[config.mk]
export PLATFORM = sky130hd
export DESIGN_NAME = uart_rx
export DESIGN_NICKNAME = d
export VERILOG_FILES = /design/src/rtl/uart_rx.sv
export SDC_FILE = /design/constraint.sdc
export NUM_CORES = 1
export LEC_CHECK = 0
export ABC_AREA = 1
export CORE_ASPECT_RATIO = 2
export CORE_UTILIZATION = 45
export DETAILED_ROUTE_END_ITERATION = 12
export PLACE_DENSITY = 0.67
export SYNTH_ARGS = -nofsm -noshare
export SYNTH_HDL_FRONTEND = slang
export SYNTH_SLANG_ARGS = --single-unit
[constraint.sdc]
create_clock -name clk -period 2.6 [get_ports clk]
set_input_delay 0.39 -clock clk [delete_from_list [all_inputs] [get_ports clk]]
set_output_delay 0.39 -clock clk [all_outputs]
set_load 0.03 [all_outputs]
[src/rtl/uart_rx.sv]
// Unbuffered UART receiver: 2-flop synchroniser, mid-bit sampling, stop check, one-entry valid/ready holding register.
// Latency: valid rises one cycle after the stop-bit mid sample (about DATA_BITS+1.5 bit times + 3 cycles after rx falls).
// Backpressure: no stall; a word that arrives while the holding register is full and not being taken is dropped with an overrun pulse.
// Optional even parity bit between data and stop: define UART_RX_PARITY_EN.
module uart_rx #(
  parameter int CLOCKS_PER_BIT = 4,
  parameter int DATA_BITS      = 8
) (
  input  logic                 clk,
  input  logic                 rst,
  input  logic                 rx,
  output logic [DATA_BITS-1:0] data,
  output logic                 valid,
  input  logic                 ready,
  output logic                 frame_err,
  output logic                 overrun,
  output logic                 parity_err
);

  localparam int CNT_W = $clog2(CLOCKS_PER_BIT);
  localparam int BIT_W = $clog2(DATA_BITS);
  localparam logic [CNT_W-1:0] CNT_LAST = CNT_W'(CLOCKS_PER_BIT - 1);
  localparam logic [CNT_W-1:0] CNT_HALF = CNT_W'((CLOCKS_PER_BIT - 1) / 2);
  localparam logic [BIT_W-1:0] BIT_LAST = BIT_W'(DATA_BITS - 1);

  typedef enum logic [2:0] {
    S_IDLE,
    S_START,
    S_DATA,
`ifdef UART_RX_PARITY_EN
    S_PARITY,
`endif
    S_STOP,
    S_BREAK
  } state_t;

  state_t               state;
  state_t               state_nxt;
  logic                 rx_meta;
  logic                 rx_s;
  logic [CNT_W-1:0]     baud_cnt;
  logic [BIT_W-1:0]     bit_cnt;
  logic [DATA_BITS-1:0] shift_reg;
  logic                 at_last;
  logic                 shift_en;
  logic                 stop_smp;
  logic                 word_ok;

  assign at_last = (baud_cnt == CNT_LAST);

  always_ff @(posedge clk or negedge rst) begin
    if (!rst) begin
      rx_meta <= 1'b1;
      rx_s    <= 1'b1;
    end else begin
      rx_meta <= rx;
      rx_s    <= rx_meta;
    end
  end

  always_ff @(posedge clk or negedge rst) begin
    if (!rst) state <= S_IDLE;
    else      state <= state_nxt;
  end

  always_comb begin
    state_nxt = state;
    shift_en  = 1'b0;
    stop_smp  = 1'b0;
    case (state)
      S_IDLE:  if (!rx_s) state_nxt = S_START;
      // A start bit that is already high again at its centre was a glitch.
      S_START: if (baud_cnt == CNT_HALF) state_nxt = rx_s ? S_IDLE : S_DATA;
      S_DATA: begin
        if (at_last) begin
          shift_en = 1'b1;
          if (bit_cnt == BIT_LAST) begin
`ifdef UART_RX_PARITY_EN
            state_nxt = S_PARITY;
`else
            state_nxt = S_STOP;
`endif
          end
        end
      end
`ifdef UART_RX_PARITY_EN
      S_PARITY: if (at_last) state_nxt = S_STOP;
`endif
      // Leave STOP on the sample itself so a directly following start bit is seen.
      S_STOP: begin
        if (at_last) begin
          stop_smp  = 1'b1;
          state_nxt = rx_s ? S_IDLE : S_BREAK;
        end
      end
      S_BREAK: if (rx_s) state_nxt = S_IDLE;
      default: state_nxt = S_IDLE;
    endcase
  end

  always_ff @(posedge clk or negedge rst) begin
    if (!rst) begin
      baud_cnt  <= '0;
      bit_cnt   <= '0;
      shift_reg <= '0;
    end else begin
      if ((state_nxt != state) || (state == S_IDLE) || (state == S_BREAK) || at_last)
        baud_cnt <= '0;
      else
        baud_cnt <= baud_cnt + 1'b1;

      if (state != S_DATA) bit_cnt <= '0;
      else if (shift_en)   bit_cnt <= bit_cnt + 1'b1;

      if (shift_en) shift_reg <= {rx_s, shift_reg[DATA_BITS-1:1]};
    end
  end

`ifdef UART_RX_PARITY_EN
  logic par_bad;

  always_ff @(posedge clk or negedge rst) begin
    if (!rst) begin
      par_bad    <= 1'b0;
      parity_err <= 1'b0;
    end else begin
      if ((state == S_PARITY) && at_last) par_bad <= (rx_s != ^shift_reg);
      // A low stop bit is reported as a framing error instead.
      parity_err <= stop_smp && rx_s && par_bad;
    end
  end

  assign word_ok = stop_smp && rx_s && !par_bad;
`else
  assign parity_err = 1'b0;
  assign word_ok    = stop_smp && rx_s;
`endif

  always_ff @(posedge clk or negedge rst) begin
    if (!rst) begin
      data      <= '0;
      valid     <= 1'b0;
      frame_err <= 1'b0;
      overrun   <= 1'b0;
    end else begin
      frame_err <= stop_smp && !rx_s;
      overrun   <= 1'b0;
      if (valid && ready) valid <= 1'b0;
      // A consumer taking the old word this cycle frees the slot for the new one.
      if (word_ok) begin
        if (!valid || ready) begin
          data  <= shift_reg;
          valid <= 1'b1;
        end else begin
          overrun <= 1'b1;
        end
      end
    end
  end

endmodule
Word-level counts from Yosys, hierarchy flattened
Index checks and enable logic that the tools add are counted.
Widths: inputs -> output; s select.
{ "classes": {"add_sub_neg": 2, "n_eq_ne": 9, "mux": 20, "reduce_logical": 12} }
{ "op_table": {"columns": ["operator", "n"], "rows": [
  ["$mux 3", 9],
  ["$pmux 3 s5", 1],
  ["$mux 1", 8],
  ["$eq 3x2->1 const B", 2],
  ["$eq 3x3->1 const B", 2],
  ["$logic_or 1x1->1", 4],
  ["$mux 2", 2],
  ["$add 3x1->3 const B", 1],
  ["$eq 3x1->1 const B", 1],
  ["$logic_and 1x1->1", 3],
  ["$logic_not 3->1", 1],
  ["$ne 3x2->1 const B", 1],
  ["$ne 3x3->1", 1],
  ["$add 2x1->2 const B", 1],
  ["$eq 2x1->1 const B", 1],
  ["$eq 2x2->1 const B", 1],
  ["$logic_not 1->1", 2],
  ["$reduce_and 2->1", 1],
  ["$reduce_bool 2->1", 1]
]} }
{ "totals": {"register_bits": 29, "in_bits": 4, "out_inout_bits": 12, "word_cells": 53} }

Depth between registers and ports, before layout
{ "depth": {"ltp_word": 9, "ltp_mapped": 11, "mapped_depth_nobuf": 10} }

Least setup slack after synthesis
No wires, ideal clock.
{ "synth_path": {"kind": "register to register", "from": "register bit_cnt[0]", "to": "register baud_cnt[0]", "setup_time_ps": 118, "arrival_time_ps": 1257, "setup_slack_ps": 1225, "stages_incl_launch_ff": 10, "n_path_buf": 0, "cell_sequence": "dfrtp_1 > ha_1 > ha_1 > a21o_2 > nand2_2 > nand3_2 > nand2_1 > nand2_1 > nand2_1 > nor2_1"} }
{ "synth_between": {"elab_chain_cells": 9} }
{ "synth_rtl": {"columns": ["item", "line", "text"], "rows": [
  ["start, declared", "42", "logic [BIT_W-1:0] bit_cnt;"],
  ["start signal, assigned", "113", "else if (shift_en) bit_cnt <= bit_cnt + 1'b1;"],
  ["$eq 3x3->1", "77", "if (bit_cnt == BIT_LAST) begin"],
  ["$mux 3", "77", null],
  ["$mux 3", "75", "if (at_last) begin"],
  ["$pmux 3 s5", "70", "case (state)"],
  ["via state_nxt[0]", "38", "state_t state_nxt;"],
  ["$ne 3x3->1", "107", "if ((state_nxt != state) || (state == S_IDLE) || (state == S_BREAK) || at_last)"],
  ["$logic_or 1x1->1 (3 in a row)", "107", null],
  ["$mux 2", "107", null],
  ["end signal, assigned", "110", "baud_cnt <= baud_cnt + 1'b1;"],
  ["end, declared", "41", "logic [CNT_W-1:0] baud_cnt;"]
]} }
The timed path passes the listed nets, and every way through them passes these cells.
A chain may end at the register's enable or synchronous reset.

Final worst setup path
{ "layout_path": {"from": "register baud_cnt[0]", "to": "register data[0]"} }
{ "layout_between": {"elab_chain_cells": 5} }
{ "layout_rtl": {"columns": ["item", "line", "text"], "rows": [
  ["$eq 2x2->1", "49", "assign at_last = (baud_cnt == CNT_LAST);"],
  ["$mux 1", "91", "if (at_last) begin"],
  ["$mux 1", "70", null],
  ["$logic_and 1x1->1", "136", "assign word_ok = stop_smp && rx_s;"],
  ["$reduce_and 2->1 (no source line)", null, null],
  ["end signal, assigned", "152", "data <= shift_reg;"],
  ["end, declared", "12", "output logic [DATA_BITS-1:0] data,"]
]} }
No other way between the ends.

==> impl_metrics.tcl <==
set metrics [dict create \
    die_w_um 40.7 \
    final_cell_mix "nand2_1 (38), dfrtp_1 (27), inv_1 (17)" \
    post_drt_via_cell_ratio 5.06 \
    cpMaxStageDelayCell "ha_1" \
    cts.repair.resized 0 \
    cts_root_buffer "clkbuf_8" \
    setup_viol_count_final 0 \
    syn2layout_area_growth_pct 17.0 \
    postSynthAreaPerCell_um2 9.41 \
    cp.arrival_ps 1890 \
    p_sw_frac 0.341 \
    clkTransAtPathRegs_ps 60 \
    fillerInstances 261 \
    drt_iter0_drc 17 \
    grt_usage 0.194 \
    path_class "flip-flop to flip-flop" \
    critPathMaxFanout 15 \
    pre_cts_slack_ps 871 \
    rr_startpoint "baud_cnt[0]" \
    endpoint_kind "flip-flop" \
    ys_warn_count 0 \
    grt_max_degree 30 \
    clkLatencyLatePin_ps 280 \
    vias 966 \
    dieArea_um2 3220 \
    route.detailed.drc 0 \
    intPower_mw 0.776 \
    port_buffers 14 \
    setup_slack_ps 875 \
    synth_area_um2 1350 \
    p_clk_frac 0.301 \
    ys_seq_area_frac 0.541 \
    skew_ps 4.85 \
    numCtsBuffers 5 \
    cts_tree "built" \
    antenna_left 0 \
    num_rows 27 \
    grt_overflow 0 \
    cpPeakStageDelay_ps 400 \
    p_leak_nw 0.801 \
    min_path_type "flip-flop to flip-flop" \
    fin_crit_sh 0.663 \
    post-cts-setup-buffer-count 0 \
    layoutNonFillerInstCount 191 \
    initial_core_util 0.480 \
    cts.path.max_buffers 2 \
    crit_path_start "baud_cnt[0]" \
    drive_gt1_frac 0.191 \
    gp_congestion 0.732 \
    core_area_um2 2800 \
    slew_violations 0 \
    rsz0062_at_grt "no" \
    p_comb_frac 0.252 \
    synth_seq_cells 29 \
    p_per_area_nw_per_um2 748 \
    cts_max_level 2 \
    wl_per_cell_um 12.3 \
    period_needed_ps 1720 \
    placed_cells 183 \
    first_global_vias 1040 \
    max-vdd-ir-drop_mv 0.450 \
    syn_nets 151 \
    hp-start "rx_meta" \
    switchingPower_mw 0.402 \
    hold_violations 0 \
    first_pass_iters 4 \
    die_y_um 79.3 \
    power_mw 1.18 \
    final_common_cell "nand2_1" \
    fin_nets 169 \
    grt_pass1_wl_um 4250 \
    synthCells 143 \
    critPathLaunchType "flip-flop" \
    place_hpwl_um 1800 \
    cp_cell_sequence "ha_1, nand2_2, nor2_4, nand3_4, mux2_4" \
    status "complete, no violations" \
    finalSetupTns_ps 0 \
    boundaryPins 16 \
    antenna_found_initial 0 \
    cap_violations 0 \
    max_freq_mhz 580 \
    ys_types 24 \
    pwr-share-seq 0.447 \
    required_ps 2770 \
    antennaDiodeCount 0 \
    cts.sink_count 29 \
    holdBufCountCts 0 \
    wl_um 2350 \
]
==> critical path: cells and delay by family (launching register included) <==
| family | cells | cell delay [ps] |
|---|---|---|
| AND/OR/NAND/NOR | 3 | 480 |
| multiplexers | 1 | 350 |
| adder cells (fa/ha/maj) | 1 | 400 |
| flip-flops | 1 | 380 |
==> power groups by stage <==
stage                     Combinational (mW)  Sequential [mW]  Clock, mW
after floorplan                        0.238            0.525          0
after global placement                 0.286            0.532          0
after detailed placement               0.299            0.533          0
after CTS                              0.299            0.526      0.367
after global routing                   0.344            0.531      0.385
final                                  0.297            0.526      0.355
==> Yosys cell counts (all sizes together) <==
master / count / share of area
dfrtp: 27 / 0.50
buf: 4 / 0.031
a21oi: 1 / 0.0037
conb: 1 / 0.0028
a21o: 1 / 0.0065
dfstp: 2 / 0.039
clkinv: 1 / 0.0037
nand2: 41 / 0.12
nand3b: 1 / 0.0056
nor2: 16 / 0.054
inv: 18 / 0.050
ha: 4 / 0.037
o21ai: 16 / 0.079
mux2: 1 / 0.011
nand3: 9 / 0.050
==> routing by layer <==
layer / global-route usage / up-vias / part of all wire
met5: 0 / - / 0
met4: 0.120 / 0 / 0.043
met3: 0.0447 / 11 / 0.036
met2: 0.310 / 22 / 0.56
met1: 0.214 / 457 / 0.36
li1: - / 476 / -
==> metrics by stage <==
stage               hold WS [ps]  instance area [um^2]   util
floorplan                   94.4                  1350      -
global placement             347                  1490  0.531
detailed placement           353                  1490  0.531
CTS                          363                  1570  0.561
global route                 367                  1570  0.561
finish                       363                  1570  0.561
==> cell families (layout without fill, tap and decap cells) <==
group                      count (synthesis)  in the layout  synth area share
muxes                                      1              1            0.0112
adders and majority gates                  4              4            0.0372
buffers and inverters                     23             42            0.0846
other                                      1              1           0.00279
DFF                                       29             29             0.541
and+or+nand+nor                           67             67             0.233
AOI/OAI and AO/OA                         18             18            0.0893
==> final timing paths <==
check,endpoint,slack [ps],cells past startpoint
worst max-delay path,data[0],880,5
worst min-delay path,rx_s,360,0
worst max register to register,data[0],880,5
worst min register to register,rx_s,360,0
max in group asynchronous,rx_s,1810,2
min in group asynchronous,overrun,490,2
==> cell type report <==
cell class              instances  area (um^2)  share of cell area
repair buffers                 15          148              0.0938
inverters                      19         72.6              0.0461
clock inverters                 3         17.5              0.0111
clock buffers                   5         68.8              0.0437
multi-input cells              91          503               0.320
well taps                      29         36.3              0.0231
flip-flops and latches         29          728               0.463
Note: power is estimated with default switching activity, not from simulation.
